File: config.mk
export PLATFORM = sky130hd
export DESIGN_NAME = seg7_multi_display
export DESIGN_NICKNAME = d
export VERILOG_FILES = /design/src/rtl/seg7_multi_display.sv
export SDC_FILE = /design/constraint.sdc
export NUM_CORES = 1
export LEC_CHECK = 0
export CAP_MARGIN = 20
export CORE_MARGIN = 1
export CORE_UTILIZATION = 30
export CTS_CLUSTER_DIAMETER = 40
export DETAILED_ROUTE_END_ITERATION = 10
export SYNTH_ARGS = -nofsm -noshare
export SYNTH_HDL_FRONTEND = slang
export SYNTH_SLANG_ARGS = --single-unit
File: constraint.sdc
create_clock -name CLOCK_50 -period 7.82 [get_ports CLOCK_50]
set_clock_uncertainty 0.1 [all_clocks]
set_input_delay 1.564 -clock CLOCK_50 [delete_from_list [all_inputs] [get_ports CLOCK_50]]
set_output_delay 1.564 -clock CLOCK_50 [all_outputs]
set_load 0.005 [all_outputs]
File: src/rtl/seg7_multi_display.sv
// Multi-digit 7-segment counter/display: loadable hex or BCD value, prescaled auto-increment,
// registered active-low outputs. Define SEG7_LZB_EN to blank leading zero digits.
module seg7_multi_display #(
  parameter int NUM_DIGITS = 6,
  parameter int TICK_DIV   = 16777216,
  parameter int BCD_MODE   = 0
) (
  input  logic                    CLOCK_50,
  input  logic                    Reset_7Seg,
  input  logic [4*NUM_DIGITS-1:0] Disp_Word,
  input  logic                    Disp_Set_Flag,
  input  logic                    Count_En,
  input  logic [NUM_DIGITS-1:0]   Digit_En,
  output logic [7*NUM_DIGITS-1:0] Seg_Out,
  output logic                    Count_Ovf
);
  localparam int             PW     = $clog2(TICK_DIV);
  localparam logic [PW-1:0]  P_LAST = PW'(TICK_DIV - 1);
  localparam logic [3:0]     DMAX   = (BCD_MODE != 0) ? 4'd9 : 4'd15;

  logic [PW-1:0]                 p_q, p_d;
  logic [NUM_DIGITS-1:0][3:0]    v_q, v_d, v_inc, v_load;
  logic [NUM_DIGITS-1:0][6:0]    seg_q, seg_d;
  logic [NUM_DIGITS-1:0]         blank;
  logic                          ovf_q, ovf_d;
  logic                          tick, carry;

  function automatic logic [6:0] enc(input logic [3:0] d);
    case (d)
      4'h0: enc = 7'b1000000;  4'h1: enc = 7'b1111001;
      4'h2: enc = 7'b0100100;  4'h3: enc = 7'b0110000;
      4'h4: enc = 7'b0011001;  4'h5: enc = 7'b0010010;
      4'h6: enc = 7'b0000010;  4'h7: enc = 7'b1111000;
      4'h8: enc = 7'b0000000;  4'h9: enc = 7'b0010000;
      4'hA: enc = 7'b0001000;  4'hB: enc = 7'b0000011;
      4'hC: enc = 7'b1000110;  4'hD: enc = 7'b0100001;
      4'hE: enc = 7'b0000110;  default: enc = 7'b0001110;
    endcase
  endfunction

  assign tick = Count_En && (p_q == P_LAST);

  // Ripple increment; carry out of the top digit means every digit was at its max.
  always_comb begin
    carry = 1'b1;
    v_inc = v_q;
    for (int i = 0; i < NUM_DIGITS; i++) begin
      if (carry) begin
        if (v_q[i] == DMAX) v_inc[i] = 4'd0;
        else begin
          v_inc[i] = v_q[i] + 4'd1;
          carry    = 1'b0;
        end
      end
    end
  end

  always_comb begin
    v_load = '0;
    for (int i = 0; i < NUM_DIGITS; i++) begin
      v_load[i] = Disp_Word[4*i +: 4];
      if ((BCD_MODE != 0) && (v_load[i] > 4'd9)) v_load[i] = 4'd0;
    end
  end

  // Load wins over a coincident tick and restarts the prescaler.
  always_comb begin
    p_d   = p_q;
    v_d   = v_q;
    ovf_d = 1'b0;
    if (Disp_Set_Flag) begin
      v_d = v_load;
      p_d = '0;
    end else if (Count_En) begin
      p_d = tick ? '0 : p_q + PW'(1);
      if (tick) begin
        v_d   = v_inc;
        ovf_d = carry;
      end
    end
  end

`ifdef SEG7_LZB_EN
  always_comb begin
    logic seen;
    seen  = 1'b0;
    blank = '0;
    for (int i = NUM_DIGITS - 1; i >= 0; i--) begin
      if (v_q[i] != 4'd0) seen = 1'b1;
      blank[i] = (i != 0) && !seen;
    end
  end
`else
  assign blank = '0;
`endif

  always_comb begin
    seg_d = '1;
    for (int i = 0; i < NUM_DIGITS; i++)
      if (Digit_En[i] && !blank[i]) seg_d[i] = enc(v_q[i]);
  end

  always_ff @(posedge CLOCK_50) begin
    if (Reset_7Seg) begin
      p_q   <= '0;
      v_q   <= '0;
      seg_q <= '1;
      ovf_q <= 1'b0;
    end else begin
      p_q   <= p_d;
      v_q   <= v_d;
      seg_q <= seg_d;
      ovf_q <= ovf_d;
    end
  end

  assign Seg_Out   = seg_q;
  assign Count_Ovf = ovf_q;
endmodule

## Word-level counts from Yosys, hierarchy flattened

Memories as Yosys holds them, arrays and structs flattened. A register that Yosys moved wholly into a read port is not among the register bits.
Cells that the tools add are included.

| word-level totals | value |
|---|---|
| register bits after elaboration | 49 |
| memory bits (read-only) | 672 |
| bits of input ports | 34 |
| output and inout port bits | 43 |
| word-level logic and storage cells | 84 |
| memories kept | 6 |

Memories:

| name | words | width | read ports | clocked after Yosys merged registers in | wr ports | line | source |
|---|---|---|---|---|---|---|---|
| (no name shown) | 16 | 7 | 1 | 1 | 0 | 29 | `case (d)` |
| (no name shown) | 16 | 7 | 1 | 1 | 0 | 29 |  |
| (no name shown) | 16 | 7 | 1 | 1 | 0 | 29 |  |
| (no name shown) | 16 | 7 | 1 | 1 | 0 | 29 |  |
| (no name shown) | 16 | 7 | 1 | 1 | 0 | 29 |  |
| (no name shown) | 16 | 7 | 1 | 1 | 0 | 29 |  |

| operators by class | value |
|---|---|
| add/subtract/negate cells | 7 |
| equality and inequality tests | 7 |
| multiplexer cells | 25 |
| bitwise operators | 9 |
| reductions and logical operators | 22 |

Operator list:

| operator | number |
|---|---|
| $mux W24 | 4 |
| $mux W4 | 11 |
| $add A24 B1 Y24 const B | 1 |
| $add A4 B1 Y4 const B | 6 |
| $eq A24 B24 Y1 const B | 1 |
| $eq A4 B4 Y1 const B | 6 |
| $reduce_and A3 Y1 | 5 |
| $reduce_bool A2 Y1 | 7 |
| $reduce_or A2 Y1 | 7 |
| $mux W1 | 10 |
| $not A1 Y1 | 9 |
| $reduce_or A5 Y1 | 1 |
| $reduce_and A2 Y1 | 1 |
| $logic_and A1 B1 Y1 | 1 |

## Depth between registers and ports, before layout

Gate-level depths: netlist of the first run.

| logic depth | value |
|---|---|
| depth after elaboration | 10 |
| depth in mapped cells | 8 |
| depth with buffers taken out | 6 |

## Least setup slack after synthesis of the first run

OpenSTA, ideal clock, no wires.

| timing | value |
|---|---|
| path kind | input to register |
| start point | input port Count_En |
| end point | register v_q[22] (netlist name) |
| library setup time | 0.091 ns |
| arrival time | 3.646 ns |
| required time | 7.629 ns |
| path slack | 3.983 ns |
| cell stages on the path | 8 |
| path buffers | 3 |
| path through | buf_2 > nand4_1 > or4_1 > buf_2 > or4_1 > buf_2 > or3_1 > a311oi_1 |

| between the ends | value |
|---|---|
| longest elaborated chain between the ends | 3 |
| elaborated cells between the ends (all ways) | 4 |
| those cells by class | 4 x reduce/logical |

RTL lines:

| element | line | source |
|---|---|---|
| from (decl) | 12 | `input logic Count_En,` |
| $logic_and A1 B1 Y1 | 41 | `assign tick = Count_En && (p_q == P_LAST);` |
| $reduce_bool A2 Y1 (no source line) | n/a |  |
| $reduce_and A3 Y1 (no source line) (*) | n/a |  |
| to (signal assigned) | 111 | `v_q <= v_d;` |
| to (decl) | 22 | `logic [NUM_DIGITS-1:0][3:0] v_q, v_d, v_inc, v_load;` |

Mark *: on every way between the ends. The rest lies on a longest branch, timed or not.
A chain may end at the register's enable or synchronous reset.

## Worst setup path after layout of the first run

Ends and elaborated chain as after synthesis.

==> results.json, run 1 <==
{
  "outcome": "finished, final reports clean",
  "dominantRegCellSynth": "sky130_fd_sc_hd__dfxtp_1",
  "end_kind": "register",
  "rows": 46,
  "maxClockFrequency_mhz": 236.7,
  "cp_slowest_cell": "sky130_fd_sc_hd__or4_1",
  "peakVddDrop_mv": 0.1179,
  "place.detailed.hpwl_um": 8677,
  "wl_per_cell_um": 14.04,
  "synth.lib_cells_used.distinct": 46,
  "io_pins": 77,
  "grt_start_max_net_pins": 30,
  "mappedNetlistNets": 643,
  "yosysWarningCount": 0,
  "number_of_global_route_vias_before_repair": 4092,
  "track_usage_pct": 14.90,
  "post_synth_edffs": 0,
  "grt_setup_unrepaired": "no",
  "critPathRequiredTime_ns": 7.98,
  "grt_antenna_before_repair": 0,
  "hold_ws_ns": 0.4201,
  "synth_area_mm2": 0.004841,
  "final.fill_count": 1579,
  "fp.dieH_um": 129.0,
  "total_congestion_overflow_after_global_routing": 0,
  "fp.dieArea_mm2": 0.01665,
  "timing.critical_path.arrival_ns": 4.38,
  "antenna_cells": 0,
  "finalSetupViolCount": 0,
  "holdCritPathClass": "reg -> reg",
  "drt_wl_total_um": 11990,
  "timing_worst_slew_pin_value_ns": 0.8766,
  "buffer_ports.inserted": 76,
  "register_clock_pin_slew_on_the_reported_worst_setup_and_hold_paths_ns": 0.07,
  "worst_hold_path.num_cells": 2,
  "worst_skew_pair.late_latency_ns": 0.35,
  "power.total_w": 0.001132,
  "timing_hold_violations_final": 0,
  "area_growth_syn_to_layout_pct": 26.16,
  "drtAntennaViolNets": 0,
  "slew_headroom_pct": 41.50,
  "cts.path.max_buffers": 2,
  "worst-setup-path-type": "in -> reg",
  "max-cap-violations": 0,
  "post-cts-setup-buffer-count": 0,
  "postSynthRegisterBits": 91,
  "instances_no_fill": 854,
  "total_number_of_clock_tree_sinks": 91,
  "total_area_of_sequential_cells_mm2": 0.001822,
  "cts_tree": "built",
  "cp-start-kind": "input port",
  "core-area_mm2": 0.01583,
  "drt_iter0_drc": 286,
  "crit_top_cell": "sky130_fd_sc_hd__or4_1",
  "tritoncts.num_buffers": 9,
  "r2r.worst_path.cells": 6,
  "viasPerCell": 5.098,
  "grt_pass1_wl_um": 19680,
  "die_width_um": 129.0,
  "initial_utilization_pct": 30.58,
  "dr.pass1.iters": 5,
  "timing.final.crit_period_ns": 4.224,
  "cellLeakagePower_nw": 2.105,
  "setup-tns-final_ns": 0,
  "gpl_congestion": 0.8490,
  "routed-via-count": 4354,
  "htree_num_levels": 3,
  "async_flop_share_pct": 0,
  "synth-seq-area-share_pct": 37.63,
  "multi_input_area_mm2": 0.002775,
  "clk_root_buffer_cell": "sky130_fd_sc_hd__clkbuf_16",
  "layout-drive-gt1-share_pct": 3.762,
  "placedCellCount": 838,
  "post-route-period-util_pct": 54.02,
  "finalNetCount": 704,
  "cts_hold_repair.buffers": 0,
  "powerDensity_mw_per_mm2": 185.4,
  "timing.critical_path.fanout_max": 9,
  "slowest_delay_ns": 0.68,
  "post_detailed_route_drc_marker_count": 0,
  "syn_inst": 572,
  "crit_path_cell_trace": "clkdlybuf4s50_1, nand4_1, or4_1, or4_1, or3_1, a311oi_1",
  "drv_slew": 0,
  "post_cts_resized": 0,
  "synth_area_per_inst_um2": 8.463
}
==> metrics by stage <==
| stage | area, um^2 | util (%) | worst slack [ns] |
|---|---|---|---|
| 2_1_floorplan | 4841 | - | 3.983 |
| 3_3_place_gp | 5778 | 36.51 | 3.346 |
| 3_5_place_dp | 5778 | 36.51 | 3.271 |
| 4_1_cts | 6107 | 38.59 | 3.637 |
| 5_1_grt | 6107 | 38.59 | 3.447 |
| 6_report | 6107 | 38.59 | 3.596 |
==> report_power, final <==
part           internal [W]  leakage, nW  switching, W
Sequential         0.000487        0.749     0.0000245
Clock              0.000297        0.159      0.000182
Combinational     0.0000743         1.20     0.0000679
Total              0.000858         2.11      0.000274
==> worst max-delay path: cells and delay by family <==
| kind | cells | cell delay [ns] |
|---|---|---|
| buf+inv | 1 | 0.62 |
| simple gates | 4 | 1.94 |
| compound gates | 1 | 0.25 |
==> synthesized netlist by cell type (3+ instances only) <==
| master | number | area share [%] |
|---|---|---|
| sky130_fd_sc_hd__o41ai_1 | 4 | 0.72 |
| sky130_fd_sc_hd__nor2b_1 | 10 | 1.3 |
| sky130_fd_sc_hd__o311ai_0 | 25 | 4.5 |
| sky130_fd_sc_hd__buf_2 | 3 | 0.31 |
| sky130_fd_sc_hd__a311oi_1 | 6 | 1.1 |
| sky130_fd_sc_hd__a31oi_1 | 3 | 0.39 |
| sky130_fd_sc_hd__nand2_1 | 53 | 4.1 |
| sky130_fd_sc_hd__nand2b_1 | 10 | 1.3 |
| sky130_fd_sc_hd__a21o_1 | 7 | 1.1 |
| sky130_fd_sc_hd__and4_1 | 3 | 0.54 |
| sky130_fd_sc_hd__a21oi_1 | 13 | 1.3 |
| sky130_fd_sc_hd__nor3_1 | 10 | 1.0 |
| sky130_fd_sc_hd__nand4_1 | 8 | 1.0 |
| sky130_fd_sc_hd__o31a_1 | 4 | 0.72 |
| sky130_fd_sc_hd__a211oi_1 | 7 | 1.1 |
| sky130_fd_sc_hd__nand3b_1 | 3 | 0.47 |
| sky130_fd_sc_hd__nand3_1 | 30 | 3.1 |
| sky130_fd_sc_hd__or3_1 | 5 | 0.65 |
| sky130_fd_sc_hd__a21boi_0 | 6 | 0.93 |
| sky130_fd_sc_hd__inv_1 | 32 | 2.5 |
| sky130_fd_sc_hd__clkbuf_1 | 25 | 1.9 |
| sky130_fd_sc_hd__xnor2_1 | 21 | 3.8 |
| sky130_fd_sc_hd__or4_1 | 6 | 0.93 |
| sky130_fd_sc_hd__ha_1 | 37 | 9.6 |
| sky130_fd_sc_hd__o211ai_1 | 17 | 2.6 |
| sky130_fd_sc_hd__nor2_1 | 60 | 4.7 |
| sky130_fd_sc_hd__and3_1 | 8 | 1.0 |
| sky130_fd_sc_hd__mux2i_1 | 6 | 1.2 |
| sky130_fd_sc_hd__dfxtp_1 | 91 | 38 |
| sky130_fd_sc_hd__clkinv_1 | 4 | 0.31 |
| sky130_fd_sc_hd__o21ai_0 | 25 | 2.6 |
| sky130_fd_sc_hd__nor4_1 | 8 | 1.0 |
| sky130_fd_sc_hd__xor2_1 | 5 | 0.90 |
==> routing by layer <==
layer	share of wire, %	up-vias	global-route usage [%]
li1	-	2181	-
met1	46	2048	18.85
met2	47	106	24.64
met3	4.9	19	2.766
met4	2.1	0	6.851
met5	0	-	0
==> worst paths after layout <==
path         startpoint  endpoint  slack (ns)
max            Count_En   v_q[22]        3.60
min              p_q[1]    p_q[1]        0.42
max reg2reg      p_q[0]   v_q[22]        4.84
min reg2reg      p_q[1]    p_q[1]        0.42
==> logic make-up (layout without fill, tap and decap cells) <==
group           count (synthesis)  count (layout)  share of synthesized area (%)
flops                          91              91                          37.63
buf+inv                        64             130                          5.040
xor+xnor                       26              26                          4.704
fa+ha+maj                      37              37                          9.563
simple gates                  223             223                          22.77
compound gates                123             123                          18.12
mux                             8               8                          2.171
==> sequential cells by signal, indices dropped and copies added (netlist names) <==
register   flops
p_q           24
Count_Ovf      1
v_q           24
Seg_Out       42
==> final cells by class <==
class / instances / area share (%)
multi-input cells: 417 / 45.44
clock buffers: 12 / 4.200
inverters: 36 / 2.213
flip-flops and latches: 91 / 29.83
well taps: 216 / 4.425
repair buffers: 78 / 12.70
clock inverters: 4 / 1.188
==> layout by cell type (no fill, tap or decap), types with 7 or more instances in the layout <==
cell	n
sky130_fd_sc_hd__o311ai_0	25
sky130_fd_sc_hd__o211ai_1	17
sky130_fd_sc_hd__a21oi_1	13
sky130_fd_sc_hd__nand3_1	30
sky130_fd_sc_hd__clkdlybuf4s50_1	76
sky130_fd_sc_hd__a21o_1	7
sky130_fd_sc_hd__a211oi_1	7
sky130_fd_sc_hd__nor2_1	60
sky130_fd_sc_hd__xnor2_1	21
sky130_fd_sc_hd__nor4_1	8
sky130_fd_sc_hd__ha_1	37
sky130_fd_sc_hd__o21ai_0	25
sky130_fd_sc_hd__nor2b_1	10
sky130_fd_sc_hd__nand2b_1	10
sky130_fd_sc_hd__nor3_1	10
sky130_fd_sc_hd__inv_1	32
sky130_fd_sc_hd__nand2_1	53
sky130_fd_sc_hd__and3_1	8
sky130_fd_sc_hd__clkbuf_16	9
sky130_fd_sc_hd__nand4_1	8
sky130_fd_sc_hd__dfxtp_1	91
Power figures use the tool's default switching activity.
==> run 2, diff against run 1 <==
==> constraint.sdc (replaced) <==
create_clock -name CLOCK_50 -period 3.7 [get_ports CLOCK_50]
set_clock_uncertainty 0.1 [all_clocks]
set_input_delay 0.74 -clock CLOCK_50 [delete_from_list [all_inputs] [get_ports CLOCK_50]]
set_output_delay 0.74 -clock CLOCK_50 [all_outputs]
set_load 0.005 [all_outputs]
==> run 2 against run 1 <==
Power rose by 110%. Die area did not move. Combinational power is 120% higher. Via count grew 0.14%. First-iteration DRC count grew 28%. Core utilization up 0.26 points. Non-clock buffer count rose by 7. Sequential cell count unchanged. Critical path depth is the same. Sequential power up 110%. Routed wire length is 1.1% lower. Largest cell class unchanged. Largest power group unchanged.
==> results.json, run 2 (synthesis gave the netlist of run 1 again) <==
{
  "total_area_of_sequential_cells_mm2": 0.001822,
  "slew_headroom_pct": 58.44,
  "register_clock_pin_slew_on_the_reported_worst_setup_and_hold_paths_ns": 0.07,
  "finalNetCount": 711,
  "timing.critical_path.fanout_max": 8,
  "antenna_cells": 0,
  "routed-via-count": 4360,
  "tritoncts.num_buffers": 9,
  "crit_path_cell_trace": "clkdlybuf4s50_1, nand4_1, or4_1, or4_1, or3_1, a311oi_1",
  "track_usage_pct": 14.57,
  "cp-start-kind": "input port",
  "net-switching-power_w": 0.0005880,
  "crit_top_cell": "sky130_fd_sc_hd__or4_1",
  "critPathBufInv": 1,
  "io_pins": 77,
  "max-cap-violations": 0,
  "worst_hold_path.num_cells": 2,
  "cts.path.max_buffers": 2,
  "fp.dieH_um": 129.0,
  "r2r.worst_path.cells": 6,
  "grt_antenna_before_repair": 0,
  "rows": 46,
  "mostFrequentLayoutCell": "sky130_fd_sc_hd__dfxtp_1",
  "cellLeakagePower_nw": 2.139,
  "peakVddDrop_mv": 0.2418,
  "buffer_ports.inserted": 76,
  "pre_cts_ws_ns": 0.2392,
  "grt_pass1_wl_um": 19220,
  "timing.critical_path.max_delay_family": "simple AND/OR/NAND/NOR gates",
  "core-area_mm2": 0.01583,
  "power.total_w": 0.002367,
  "clk_root_buffer_cell": "sky130_fd_sc_hd__clkbuf_16",
  "initial_utilization_pct": 30.58,
  "final_cell_mix": "sky130_fd_sc_hd__dfxtp_1, sky130_fd_sc_hd__clkdlybuf4s50_1, sky130_fd_sc_hd__nor2_1",
  "worst_skew_pair.late_latency_ns": 0.35,
  "clock_power_share_pct": 41.6,
  "outcome": "finished, final reports clean",
  "holdCritStartpoint": "p_q[1]",
  "dr.pass1.iters": 5,
  "top_usage_layer": "met2",
  "post_detailed_route_drc_marker_count": 0,
  "gpl_congestion": 0.8680,
  "die_width_um": 129.0,
  "drt_wl_total_um": 11860,
  "powerDensity_mw_per_mm2": 384.9,
  "end_kind": "register",
  "setup.reg_to_reg.worst_slack_ns": 0.82,
  "timing_worst_slew_pin_value_ns": 0.6218,
  "post-route-period-util_pct": 84.97,
  "slowest_delay_ns": 0.66,
  "viasPerCell": 5.064,
  "worst_slack_ns": 0.5562,
  "sequentialPowerShare_pct": 45.5,
  "share_of_power_burned_in_combinational_logic_pct": 12.9,
  "worst-setup-path-type": "in -> reg",
  "timing.critical_path.arrival_ns": 3.30,
  "critPathRequiredTime_ns": 3.85,
  "multi_input_area_mm2": 0.002775,
  "final.fill_count": 1558,
  "wl_per_cell_um": 13.77,
  "number_of_global_route_vias_before_repair": 4109,
  "internal-power_w": 0.001779,
  "cp_slowest_cell": "sky130_fd_sc_hd__or4_1",
  "share_of_total_power_consumed_by_net_switching_pct": 24.85,
  "maxClockFrequency_mhz": 318.1,
  "finalSetupViolCount": 0,
  "timing_hold_violations_final": 0,
  "flip_flop_count_of_the_largest_register_after_layout": 42,
  "groute.layer.met1.usage_pct": 18.45,
  "place.detailed.hpwl_um": 8821,
  "holdCritPathClass": "reg -> reg",
  "timing.final.crit_period_ns": 3.144,
  "final_util_pct": 38.85,
  "layout-drive-gt1-share_pct": 4.961,
  "grt_setup_unrepaired": "no",
  "grtUsageMet2_pct": 23.85,
  "whs_endpoint": "p_q[1]",
  "htree_num_levels": 3,
  "post_cts_resized": 0,
  "grt_start_max_net_pins": 21,
  "post-cts-setup-buffer-count": 0,
  "grt_util_met3_pct": 3.014,
  "setup-tns-final_ns": 0,
  "drv_slew": 0,
  "r2r_end": "v_q[22]",
  "cts_tree": "built",
  "area_growth_syn_to_layout_pct": 27.01,
  "drt_iter0_drc": 365,
  "total_number_of_clock_tree_sinks": 91,
  "fp.dieArea_mm2": 0.01665,
  "rr_startpoint": "p_q[0]",
  "cts_hold_repair.buffers": 0,
  "total_congestion_overflow_after_global_routing": 0,
  "drtAntennaViolNets": 0
}
[run 2: layer usage]
| layer | part of all wire (%) | vias up |
|---|---|---|
| met3 | 4.3 | 22 |
| met2 | 46 | 104 |
| met5 | 0 | - |
| met1 | 47 | 2041 |
| li1 | - | 2193 |
| met4 | 2.3 | 0 |
[run 2: power by group through the flow]
stage          logic [W]  registers (W)  clock network, W
2_1_floorplan   0.000173        0.00108                 0
3_3_place_gp    0.000302        0.00110                 0
3_5_place_dp    0.000306        0.00110                 0
4_1_cts         0.000308        0.00108           0.00101
5_1_grt         0.000339        0.00108           0.00106
6_report        0.000306        0.00108          0.000984
[run 2: layout make-up]
class	count	share of cell area [%]
Multi-Input combinational cell	417	45.14
Sequential cell	91	29.63
Clock inverter	7	1.506
Inverter	36	2.198
Tap cell	216	4.396
Timing Repair Buffer	85	13.47
Clock buffer	9	3.663
[run 2: tightest hold or removal path, stage by stage (launching register included)]
cell and delay (ns):
sky130_fd_sc_hd__dfxtp_1 0.35, sky130_fd_sc_hd__nand2b_1 0.08, sky130_fd_sc_hd__a21oi_1 0.05
[run 2: worst max-delay path by stage]
stage	startpoint	end	depth (start not counted)
3_3_place_gp	Count_En	v_q[22]	6
6_report	Count_En	v_q[22]	6
5_1_grt	Count_En	v_q[22]	6
2_1_floorplan	Count_En	v_q[22]	8
4_1_cts	Count_En	v_q[22]	6
3_5_place_dp	Count_En	v_q[22]	6
[run 2: per-stage QoR]
stage | cell area, um^2 | hold WS [ns] | std cells
floorplan | 4841 | 0.3711 | 572
global placement | 5831 | 0.3856 | 845
detailed placement | 5831 | 0.4031 | 845
CTS | 6148 | 0.4152 | 861
global route | 6148 | 0.4405 | 861
finish | 6148 | 0.4218 | 861
==> edit 1 (flow settings as in run 1) <==
Take the reset off `p_q` and `v_q` and load them in a clocked block of their own.
--- a/src/rtl/seg7_multi_display.sv
+++ b/src/rtl/seg7_multi_display.sv
@@ -104,4 +104,2 @@
     if (Reset_7Seg) begin
-      p_q   <= '0;
-      v_q   <= '0;
       seg_q <= '1;
@@ -109,4 +107,2 @@
     end else begin
-      p_q   <= p_d;
-      v_q   <= v_d;
       seg_q <= seg_d;
@@ -114,2 +110,7 @@
     end
+  end
+
+  always_ff @(posedge CLOCK_50) begin
+    p_q <= p_d;
+    v_q <= v_d;
   end
Formal check against the unedited RTL: not equivalent (Yosys sat finds a counterexample within 4 cycles, from zero or initial values and one cycle with Reset_7Seg high).
==> edit 1 against run 1 <==
First-iteration DRC count is 3.8% higher; power is 2.3% higher; synthesized cell count is 6.3% lower; sequential cell count stayed put; design area is 0.31% higher; worst setup slack better by 0.25 ns; hold slack worse by 0.035 ns; non-clock buffer count is 1 lower; wire length is 11% lower; synthesized area is 1.7% higher; critical path type unchanged; critical endpoint is now v_q[10].
==> edit 1: results (changes against run 1) <==
status: finished, final reports clean (unchanged)
row cnt: 46 (unchanged)
EDFF count, synth: 24 (was 0)
Switching Fraction: 0.252 (was 0.242)
first-pass GRT wire length: 17.1 mm (was 19.7 mm)
crit-path max cell delay: 0.63 ns (was 0.68 ns)
TritonCTS buffer count: 9 (unchanged)
PostCTS Resize Cnt: 0 (unchanged)
peak supply drop: 114 uV (was 118 uV)
Leak: 2.23 nW (was 2.11 nW)
GR Util All Layers: 0.130 (was 0.149)
CP arrival: 3.86 ns (was 4.38 ns)
met2 WL: 4.84 mm (was 5.59 mm)
post-CTS setup buffers: 0 (unchanged)
worst slew pin tran: 0.827 ns (was 0.877 ns)
top cells by area, synth: dfxtp_1 (27%), edfxtp_1 (15%), ha_1 (9.4%) (was dfxtp_1 (38%), ha_1 (9.6%), nor2_1 (4.7%))
largest net degree at the start of global routing: 54 (was 30)
slowest CP cell: clkdlybuf4s50_1 (was or4_1)
Post-synth top cells: dfxtp_1 (67), nand2_1 (60), o21ai_0 (46), ha_1 (37) (was dfxtp_1 (91), nor2_1 (60), nand2_1 (53), ha_1 (37), inv_1 (32))
wl on met1: 5.18 mm (was 5.57 mm)
final WL: 10.6 mm (was 12.0 mm)
metal3 WL: 435 um (was 584 um)
number of global-route vias before repair: 3545 (was 4092)
Iteration-0 DRC Markers: 297 (was 286)
Placer Congestion: 0.879 (was 0.849)
First-pass DRT Iterations: 5 (unchanged)
# nets final: 662 (was 704)
count of cell types in the netlist: 46 (unchanged)
Filler cells: 1569 (was 1579)
Worst-Skew Late Latency: 0.34 ns
layout cells sized above 1: 0.0537 (was 0.0376)
Finish-stage setup viols: 0 (unchanged)
routed via count: 3912 (was 4354)
Ant. Diodes: 0 (unchanged)
input/output buffers: 76 (unchanged)
DRC viols: 0 (unchanged)
Ys Warns: 0 (unchanged)
CP Max Fanout: 9 (unchanged)
max reg flops: 42 (unchanged)
dpl hpwl: 7.71 mm (was 8.68 mm)
CTS clk-pin slew, worst paths: 0.06 ns
placed inst area: 5830 um2 (was 5780 um2)
Routed Antenna Nets: 0 (unchanged)
Seq/Total Area, Yosys: 0.419 (was 0.376)
post-synthesis net count: 607 (was 643)
## edit 1: cell count changes after synthesis, sizes merged, moves of 8 or more
cell	change
and3	-8
dfxtp	-24
nor2	-27
edfxtp	+24
o21ai	+22
o311ai	-17
o211ai	+16
nor3	-8
nand3	-12
## edit 1: final cells by class
type / instances / share of cell area
clock buffers: 12 / 0.0402
clock inverters: 4 / 0.00817
inverters: 27 / 0.0165
multi-input cells: 385 / 0.430
flip-flops and latches: 91 / 0.337
well taps: 216 / 0.0441
repair buffers: 77 / 0.125
## edit 1: power groups by stage
stage	Clock [mW]	Combinational, mW	Sequential [mW]
after floorplan	0	0.119	0.540
after global placement	0	0.174	0.558
after detailed placement	0	0.177	0.559
after CTS	0.447	0.178	0.549
after global routing	0.463	0.197	0.554
final	0.433	0.176	0.549
## edit 1: worst max-delay path: cells and delay by family
| kind | cells | cell delay [ns] |
|---|---|---|
| AND/OR/NAND/NOR | 3 | 1.13 |
| buffers and inverters | 1 | 0.63 |
| AO/OA/AOI/OAI | 1 | 0.54 |
## edit 1: cell families (layout without fill, tap and decap cells)
logic type               after synthesis  after routing  share of synthesized area
AND/OR/NAND/NOR                      177            177                      0.180
buffers and inverters                 60            120                     0.0467
multiplexers                          19             19                     0.0493
AO/OA/AOI/OAI                        133            133                      0.178
adder cells (fa/ha/maj)               37             37                     0.0940
XOR/XNOR                              19             19                     0.0338
flip-flops                            91             91                      0.419
## edit 1: path summary, 6_finish.rpt
path                            startpoint       to  slack (ns)  cells past startpoint
worst min-delay path               p_q[18]  p_q[18]        0.38                      2
worst max-delay path              Count_En  v_q[10]        3.84                      5
worst max register to register      v_q[6]  v_q[22]        5.00                      4
worst min register to register     p_q[18]  p_q[18]        0.38                      2
## edit 1: layer usage
metal	vias to the layer above	track usage
li1	2023	-
met1	1792	0.171
met2	87	0.206
met3	10	0.0262
met4	0	0.0575
met5	-	0
## edit 1: through the flow
step                      instances  hold WS, ns  setup slack (ns)  utilization
final                           812        0.385              3.84        0.384
after global routing            812        0.408              3.70        0.384
after CTS                       812        0.388              3.83        0.384
after detailed placement        796        0.377              3.46        0.366
after global placement          796        0.362              3.50        0.366
after floorplan                 536        0.352              4.16            -
==> edit 2 (flow settings as in run 1) <==
Without the edit above. The parameter `BCD_MODE` goes from 0 to 1.
--- a/src/rtl/seg7_multi_display.sv
+++ b/src/rtl/seg7_multi_display.sv
@@ -5,3 +5,3 @@
   parameter int TICK_DIV   = 16777216,
-  parameter int BCD_MODE   = 0
+  parameter int BCD_MODE   = 1
 ) (
Behaviour: not the same (a bounded check fails within 4 cycles, from zero or initial values and one cycle with Reset_7Seg high).
==> edit 2 against run 1 <==
Sequential cell count did not move; clock power fell by 6.3%; worst setup slack improved by 0.11 ns; synthesized area rose by 5.5%; fmax rose by 2.7%; sequential power fell by 1%; die area rose by 5.4%; power fell by 3.6%; design area rose by 3.6%; wire length rose by 6.0%; critical endpoint is now p_q[22].
==> edit 2: results (changes against run 1) <==
status: finished, final reports clean (unchanged)
Rel. slew slack: 0.298 (was 0.415)
First-pass DRT Iterations: 4 (was 5)
dpl hpwl: 9.22 mm (was 8.68 mm)
GR met3 Demand/Resource: 0.0375 (was 0.0277)
met2 GRT Util: 0.240 (was 0.246)
Non-CTS buffers: 79 (was 78)
FF-to-FF End: p_q[22] (was v_q[22])
post-synthesis compound-gate area fraction: 0.199 (was 0.181)
sequential share of cell area: 0.288 (was 0.298)
Signal inverters: 35 (was 36)
top cell type's share of synthesized area: 0.357 (was 0.376)
Post-synth top cells: dfxtp_1 (91), nor2_1 (57), nand2_1 (42), ha_1 (37), inv_1 (33) (was dfxtp_1 (91), nor2_1 (60), nand2_1 (53), ha_1 (37), inv_1 (32))
layout cells sized above 1: 0.0520 (was 0.0376)
post-synthesis net count: 665 (was 643)
clock buf count: 11 (was 12)
metal3 WL: 576 um (was 584 um)
grt met1 use: 0.190 (was 0.188)
CP arrival: 4.23 ns (was 4.38 ns)
Placer Congestion: 0.850 (was 0.849)
clock network share of area: 0.0478 (was 0.0539)
Reg2Reg Setup Slack: 4.95 ns (was 4.84 ns)
Synth Area in XOR/XNOR: 0.0429 (was 0.0470)
Seq group: 504 uW (was 511 uW)
Filler cells: 1658 (was 1579)
number of global-route vias before repair: 4334 (was 4092)
met2 WL: 5.90 mm (was 5.59 mm)
largest net degree at the start of global routing: 33 (was 30)
wl on met1: 5.98 mm (was 5.57 mm)
Place WS: 3.30 ns (was 3.27 ns)
count of cell types in the netlist: 62 (was 46)
first-pass GRT wire length: 21.1 mm (was 19.7 mm)
Iteration-0 DRC Markers: 256 (was 286)
multi-input gates: 434 (was 417)
post-synthesis adder-cell area fraction: 0.0906 (was 0.0956)
multiplexer area fraction after synthesis: 0.0289 (was 0.0217)
CP Max Fanout: 20 (was 9)
Switching Fraction: 0.250 (was 0.242)
GR Util All Layers: 0.148 (was 0.149)
top cells by area, synth: dfxtp_1 (36%), ha_1 (9.1%), nor2_1 (4.2%) (was dfxtp_1 (38%), ha_1 (9.6%), nor2_1 (4.7%))
Worst Setup EP: p_q[22] (was v_q[22])
==> edit 2: cell types whose count changed after synthesis, moves of 4 or more <==
cell,change
nor2b_1,+7
or4_1,-5
a31oi_1,+4
o211ai_1,+5
o31a_1,-4
clkbuf_1,-4
xnor2_1,-10
o41ai_1,-4
nand2b_1,+6
nand2_1,-11
nand3_1,-4
xor2_1,+9
buf_2,+4
==> edit 2: worst max-delay path: stages <==
cell and delay [ns]:
clkdlybuf4s50_1 0.63, nand4_4 0.17, nor4_4 0.82, nand2_1 0.32, nand2_1 0.60, nor2_1 0.12
==> edit 2: metrics by stage <==
stage	utilization	total power, mW	hold WS (ns)	std cells	area (um2)
after detailed placement	0.363	0.653	0.392	859	6030
after global routing	0.382	1.14	0.411	874	6330
final	0.382	1.09	0.402	874	6330
after CTS	0.382	1.10	0.401	874	6330
after global placement	0.363	0.650	0.386	859	6030
after floorplan	-	0.583	0.362	594	5110
